==> config.mk <==
export PLATFORM = sky130hd
export DESIGN_NAME = fifo_wr_ctrl_flat
export DESIGN_NICKNAME = d
export VERILOG_FILES = /design/src/rtl/fifo_wr_ctrl_if.sv /design/src/rtl/fifo_wr_ctrl.sv /design/src/flat_wrapper.sv
export SDC_FILE = /design/constraint.sdc
export NUM_CORES = 1
export LEC_CHECK = 0
export CAP_MARGIN = 30
export CORE_MARGIN = 10
export CORE_UTILIZATION = 48
export CTS_CLUSTER_SIZE = 30
export DETAILED_ROUTE_END_ITERATION = 8
export PLACE_DENSITY = 0.9
export SLEW_MARGIN = 40
export SYNTH_ARGS = -nofsm -noshare
export SYNTH_HDL_FRONTEND = slang
export SYNTH_SLANG_ARGS = --single-unit
==> constraint.sdc <==
create_clock -name clk -period 4.9 [get_ports clk]
set_input_delay 0.98 -clock clk [delete_from_list [all_inputs] [get_ports clk]]
set_output_delay 0.98 -clock clk [all_outputs]
set_load 0.01 [all_outputs]
==> src/rtl/fifo_wr_ctrl_if.sv <==
// Write-side handshake, RAM write port, pointer and flag bundle
// for the async FIFO write controller.
interface fifo_wr_ctrl_if #(
  parameter int AW = 4
);
  logic          s_axis_tvalid;
  logic          s_axis_tready;
  logic [AW:0]   rptr_gray_sync;
  logic [AW-1:0] waddr;
  logic          wen;
  logic [AW:0]   wptr_gray;
  logic          full;
  logic          almost_full;
  logic [AW:0]   wlevel;

  modport slave (
    input  s_axis_tvalid,
    input  rptr_gray_sync,
    output s_axis_tready,
    output waddr,
    output wen,
    output wptr_gray,
    output full,
    output almost_full,
    output wlevel
  );

  modport master (
    output s_axis_tvalid,
    output rptr_gray_sync,
    input  s_axis_tready,
    input  waddr,
    input  wen,
    input  wptr_gray,
    input  full,
    input  almost_full,
    input  wlevel
  );
endinterface

==> src/rtl/fifo_wr_ctrl.sv <==
// Async FIFO write-domain controller: write pointer (bin/Gray),
// RAM write strobe, and full / almost_full / level flags.
module fifo_wr_ctrl #(
  parameter int AW        = 4,
  parameter int AFULL_THR = 14
) (
  input logic             clk,
  input logic             rst_n,
  fifo_wr_ctrl_if.slave   bus
);
  localparam logic [AW:0] THR = (AW+1)'(AFULL_THR);

  logic [AW:0] r_wptr_bin;
  logic [AW:0] r_wptr_gray;
  logic [AW:0] r_wlevel;
  logic        r_full;
  logic        r_afull;

  logic        w_tready;
  logic        w_push;
  logic [AW:0] w_bin_next;
  logic [AW:0] w_gray_next;
  logic [AW:0] w_rbin;
  logic [AW:0] w_diff;
  logic [AW:0] w_full_cmp;

  assign w_tready    = rst_n & ~r_full;
  assign w_push      = bus.s_axis_tvalid & w_tready;
  assign w_bin_next  = r_wptr_bin + {{AW{1'b0}}, w_push};
  assign w_gray_next = w_bin_next ^ (w_bin_next >> 1);

  // Gray-to-binary: each bit is the XOR of all bits at or above it.
  always_comb begin
    w_rbin = '0;
    for (int i = 0; i <= AW; i++) begin
      w_rbin[i] = ^(bus.rptr_gray_sync >> i);
    end
  end

  assign w_diff     = w_bin_next - w_rbin;
  assign w_full_cmp = {~bus.rptr_gray_sync[AW:AW-1],
                       bus.rptr_gray_sync[AW-2:0]};

  always_ff @(posedge clk) begin
    if (!rst_n) begin
      r_wptr_bin  <= '0;
      r_wptr_gray <= '0;
      r_wlevel    <= '0;
      r_full      <= 1'b0;
      r_afull     <= 1'b0;
    end else begin
      r_wptr_bin  <= w_bin_next;
      r_wptr_gray <= w_gray_next;
      r_wlevel    <= w_diff;
      r_full      <= (w_gray_next == w_full_cmp);
      r_afull     <= (w_diff >= THR);
    end
  end

  assign bus.s_axis_tready = w_tready;
  assign bus.wen           = w_push;
  assign bus.waddr         = r_wptr_bin[AW-1:0];
  assign bus.wptr_gray     = r_wptr_gray;
  assign bus.full          = r_full;
  assign bus.almost_full   = r_afull;
  assign bus.wlevel        = r_wlevel;
endmodule
==> src/flat_wrapper.sv <==
// flat-port wrapper written by rule: the top's interface ports become plain ports
module fifo_wr_ctrl_flat 
#(
  parameter int AW        = 4,
  parameter int AFULL_THR = 14
)
  (clk, rst_n, bus_s_axis_tvalid, bus_rptr_gray_sync, bus_s_axis_tready, bus_waddr, bus_wen, bus_wptr_gray, bus_full, bus_almost_full, bus_wlevel);
  fifo_wr_ctrl_if #(.AW(AW)) bus_i ();
  input logic clk;
  input logic rst_n;
  input wire logic [$bits(bus_i.s_axis_tvalid)-1:0] bus_s_axis_tvalid;
  input wire logic [$bits(bus_i.rptr_gray_sync)-1:0] bus_rptr_gray_sync;
  output wire logic [$bits(bus_i.s_axis_tready)-1:0] bus_s_axis_tready;
  output wire logic [$bits(bus_i.waddr)-1:0] bus_waddr;
  output wire logic [$bits(bus_i.wen)-1:0] bus_wen;
  output wire logic [$bits(bus_i.wptr_gray)-1:0] bus_wptr_gray;
  output wire logic [$bits(bus_i.full)-1:0] bus_full;
  output wire logic [$bits(bus_i.almost_full)-1:0] bus_almost_full;
  output wire logic [$bits(bus_i.wlevel)-1:0] bus_wlevel;
  assign bus_i.s_axis_tvalid = bus_s_axis_tvalid;
  assign bus_i.rptr_gray_sync = bus_rptr_gray_sync;
  assign bus_s_axis_tready = bus_i.s_axis_tready;
  assign bus_waddr = bus_i.waddr;
  assign bus_wen = bus_i.wen;
  assign bus_wptr_gray = bus_i.wptr_gray;
  assign bus_full = bus_i.full;
  assign bus_almost_full = bus_i.almost_full;
  assign bus_wlevel = bus_i.wlevel;
  fifo_wr_ctrl #(.AW(AW), .AFULL_THR(AFULL_THR)) u_core (.clk(clk), .rst_n(rst_n), .bus(bus_i));
endmodule
==> impl_results.md <==
* Worst Setup Start Kind: input pin
* Later-pin clock latency in the skew report at about 0.28 ns
* I/O Pins at 26
* Clock skew at about 0.0038 ns
* Internal power at 0.2480 mW
* Critical path start-end classification: input pin to flip-flop
* FP Rows at 15
* Sequential share of power at 42.7%
* Number of buffers inserted by hold repair at cts at 0
* Largest vdd supply drop at 0.1534 mV
* Clock tree from TritonCTS: built
* Final Wtd Congestion at ~0.87
* Initial standard-cell utilization of the core at 50.04%
* Post-Synthesis Cells at 86
* WL final at ~2000 um
* Worst setup slack for register-to-register paths at 1.94 ns
* Post-Layout Inst Area at between 1000 and 1500 sq um
* Relative slew slack at approximately two thirds
* Status: complete, no violations
* Die outline height at ~62 um
* Total vias in the final route at around 720
* Maximum number of pins on one net before global-route repair at 14
* Reported max-cap violation count at 0
* Cell Pwr Density at 297.1 nW/um^2
* Final routed wire length divided by cell count at 14.13 um
* Count of instances resized after the clock tree is built at 0
* Maximum fanout count along the critical path at 13
* Number of antenna violations at the first check in global routing at 0
* Finish-stage setup viols at 0
* Placeable Area at between 1500 and 2000 sq um
* Full die area at just under 4000 sq um
* Cell Count Post-Placement at between 100 and 150
* Final slew viol count at 0
* WP data arrival at roughly 4.4 ns
* Tcrit/Tclk final at 84.57%
* Setup repair after global routing missed its margin: no
* WHS at 0.6852 ns
* Launch point of the critical path: rst_n
* Count of TritonRoute iterations in the first routing pass at 4
* DR WL met3 at 120 um
* Detailed router's first-iteration violation count at 18
* Sink Count at 16
* Half-perimeter wire length after placement at 1600 um
* Commonest non-fill, non-tap cell in the layout: sky130_fd_sc_hd__clkdlybuf4s50_1
* Max Used Layer: met4
* Critical path data required time at approximately 5.1 ns
* Die Span X at 62.20 um
* Number of cells on the worst hold path at 2
* Detailed-route vias per instance at 5.209
* Fraction of layout cells with a size suffix above 1 at a little over a tenth
* Leading cell types in the layout, fill and taps excluded: 25 x sky130_fd_sc_hd__clkdlybuf4s50_1, 16 x sky130_fd_sc_hd__dfxtp_1, 13 x sky130_fd_sc_hd__nor2_1
* Sw power at around 0.099 mW
* Post-layout worst setup margin at around 0.76 ns
* Total congestion overflow at 0
* Hold path startpoint: u_core.bus.wptr_gray[4]
* Clock network power share at between 20% and 30%
* Post-CTS Repair Setup Buffers at 0
* Destination of the worst hold path: u_core.bus.wptr_gray[4]
* Post-synthesis sequential area ratio at between 30 and 40%
* Worst-case reg-to-reg path depth at 11
* Area after DPL at approximately 1100 sq um
* Capture instance of the worst register-to-register path: u_core.bus.almost_full
* Warnings, synthesis at 0
* Leak Pwr at a little under 0.5 nW
* Kind of end point of the critical path: flip-flop
* Maximum buffer depth of the clock tree at 2
* WL met2 at 1055 um
* Worst slew pin tran at 0.5076 ns
* Net switching share of the total power at approximately 29%
* Total count of hold-check failures in the final report at 0
* Total Nets Final at about 130
* Fraction of power consumed by combinational cells at around 32%
* Number of global-route vias before repair at 734
* DRT met1 WL at ~780 um
* Global-route usage over all layers at around a tenth
* Mean post-synth cell area at roughly 9.9 sq um
* Worst Setup Slack post-DPL at approximately 0.55 ns
* Final TNS setup at 0 ns
* Wire length of the first global-routing pass at approximately 3300 um
* Launch instance of the worst register-to-register path: u_core.bus.full
* Antenna viol nets, final at 0
* DRC violation count after routing at 0
* Flop and latch count out of synthesis at 16
* Post-synthesis instance area at 854.6 sq um
* Net count after synthesis at 100
* Number of standard cells in the layout, taps in and fillers out at approximately 140
* Root cell of the clock tree: sky130_fd_sc_hd__clkbuf_4
* Number of buffers added on ports at 25
* Number of diodes added for antenna fixing at 0
* Netlist cell types at 32
* Final min period at 4.144 ns
* CTS clock-pin slew for the worst setup and hold paths at 0.10 ns
* H-tree Lvls at 1
* Number of buffers added by the clock tree synthesis step at 3
* Worst hold path type: flip-flop to flip-flop
* Timing-limited maximum frequency at 241.3 MHz
* Area added between synthesis and finish at 36.75%
## power groups by stage
| stage | Combinational [mW] | Sequential, mW | Clock [mW] |
|---|---|---|---|
| after floorplan | 0.0547 | 0.158 | 0 |
| after global placement | 0.108 | 0.150 | 0 |
| after detailed placement | 0.111 | 0.152 | 0 |
| after CTS | 0.113 | 0.148 | 0.0876 |
| after global routing | 0.121 | 0.149 | 0.0948 |
| final | 0.112 | 0.148 | 0.0869 |
## Yosys cell counts
master | count | area [sq um]
sky130_fd_sc_hd__nor3_1 | 2 | 10.01
sky130_fd_sc_hd__ha_1 | 5 | 62.56
sky130_fd_sc_hd__a21o_1 | 1 | 7.510
sky130_fd_sc_hd__inv_1 | 5 | 18.77
sky130_fd_sc_hd__nand3_2 | 1 | 10.01
sky130_fd_sc_hd__o211ai_1 | 1 | 7.510
sky130_fd_sc_hd__and2_2 | 2 | 15.01
sky130_fd_sc_hd__xor2_1 | 4 | 35.03
sky130_fd_sc_hd__xor3_1 | 1 | 23.77
sky130_fd_sc_hd__a211o_1 | 2 | 17.52
sky130_fd_sc_hd__o21a_1 | 1 | 7.510
sky130_fd_sc_hd__nand2_1 | 4 | 15.01
sky130_fd_sc_hd__nor2_1 | 13 | 48.80
sky130_fd_sc_hd__xnor2_1 | 5 | 43.79
sky130_fd_sc_hd__dfxtp_1 | 16 | 320.3
sky130_fd_sc_hd__a21oi_1 | 2 | 10.01
sky130_fd_sc_hd__nor2b_1 | 1 | 6.260
sky130_fd_sc_hd__clkbuf_1 | 1 | 3.750
sky130_fd_sc_hd__or2_1 | 1 | 6.260
sky130_fd_sc_hd__nand4_1 | 2 | 12.51
sky130_fd_sc_hd__nor2_2 | 1 | 6.260
sky130_fd_sc_hd__and2_1 | 2 | 12.51
sky130_fd_sc_hd__xor2_2 | 2 | 32.53
sky130_fd_sc_hd__o21ai_0 | 2 | 10.01
sky130_fd_sc_hd__o311ai_1 | 1 | 8.760
sky130_fd_sc_hd__nand3_1 | 1 | 5.000
sky130_fd_sc_hd__a311oi_1 | 2 | 17.52
sky130_fd_sc_hd__and3_1 | 1 | 6.260
sky130_fd_sc_hd__fa_1 | 1 | 20.02
sky130_fd_sc_hd__xnor2_2 | 1 | 16.27
sky130_fd_sc_hd__xor2_4 | 1 | 27.53
sky130_fd_sc_hd__nor4bb_1 | 1 | 10.01
## per-stage QoR
stage	power, mW	util (%)
4_1_cts	0.3486	68.42
2_1_floorplan	0.2128	-
3_3_place_gp	0.2584	66.30
3_5_place_dp	0.2627	66.30
6_report	0.3472	68.42
5_1_grt	0.3652	68.42
## logic make-up after synthesis
| kind of cell | count (synthesis) | share of synthesized area (%) |
|---|---|---|
| flip-flops | 16 | 37.48 |
| AO/OA/AOI/OAI | 12 | 10.10 |
| AND/OR/NAND/NOR | 32 | 19.18 |
| adder cells (fa/ha/maj) | 6 | 9.663 |
| buffers and inverters | 6 | 2.635 |
| XOR/XNOR | 14 | 20.94 |
## critical path, cell delays in order
cell and delay [ns]:
sky130_fd_sc_hd__clkdlybuf4s50_1 0.47, sky130_fd_sc_hd__inv_1 0.33, sky130_fd_sc_hd__nor2_1 0.10, sky130_fd_sc_hd__and2_1 0.19, sky130_fd_sc_hd__ha_1 0.23, sky130_fd_sc_hd__ha_1 0.42, sky130_fd_sc_hd__inv_1 0.12, sky130_fd_sc_hd__fa_1 0.46
sky130_fd_sc_hd__nor2b_1 0.24, sky130_fd_sc_hd__nor2_1 0.07, sky130_fd_sc_hd__a211o_1 0.32, sky130_fd_sc_hd__a211o_1 0.33, sky130_fd_sc_hd__o211ai_1 0.09
## routing by layer
metal	global-route usage [%]	vias up
met2	17.69	31
met1	10.79	345
met3	2.688	2
li1	-	346
met4	6.857	0
met5	0	-
## state kept, by name (all words and copies together), names as in the netlist
signal	flops
u_core.bus.almost_full	1
u_core.r_wptr_bin	4
u_core.bus.full	1
u_core.bus.wlevel	5
u_core.bus.wptr_gray	5
## worst max path at each step
| stage | slack [ns] | end | depth (start not counted) |
|---|---|---|---|
| finish | 0.76 | u_core.bus.almost_full | 13 |
| detailed placement | 0.55 | u_core.bus.almost_full | 13 |
| floorplan | 1.40 | u_core.bus.almost_full | 12 |
| global placement | 0.68 | u_core.bus.almost_full | 13 |
| global route | 0.51 | u_core.bus.almost_full | 13 |
| CTS | 0.81 | u_core.bus.almost_full | 13 |
## final cells by class
cell class	count	area (sq um)
fillers	129	539.3
multi-input cells	64	511.7
flip-flops and latches	16	320.3
repair buffers	25	250.2
clock buffers	4	36.28
well taps	25	31.28
inverters	5	18.77
No activity file was read; power rests on OpenSTA's default activity.
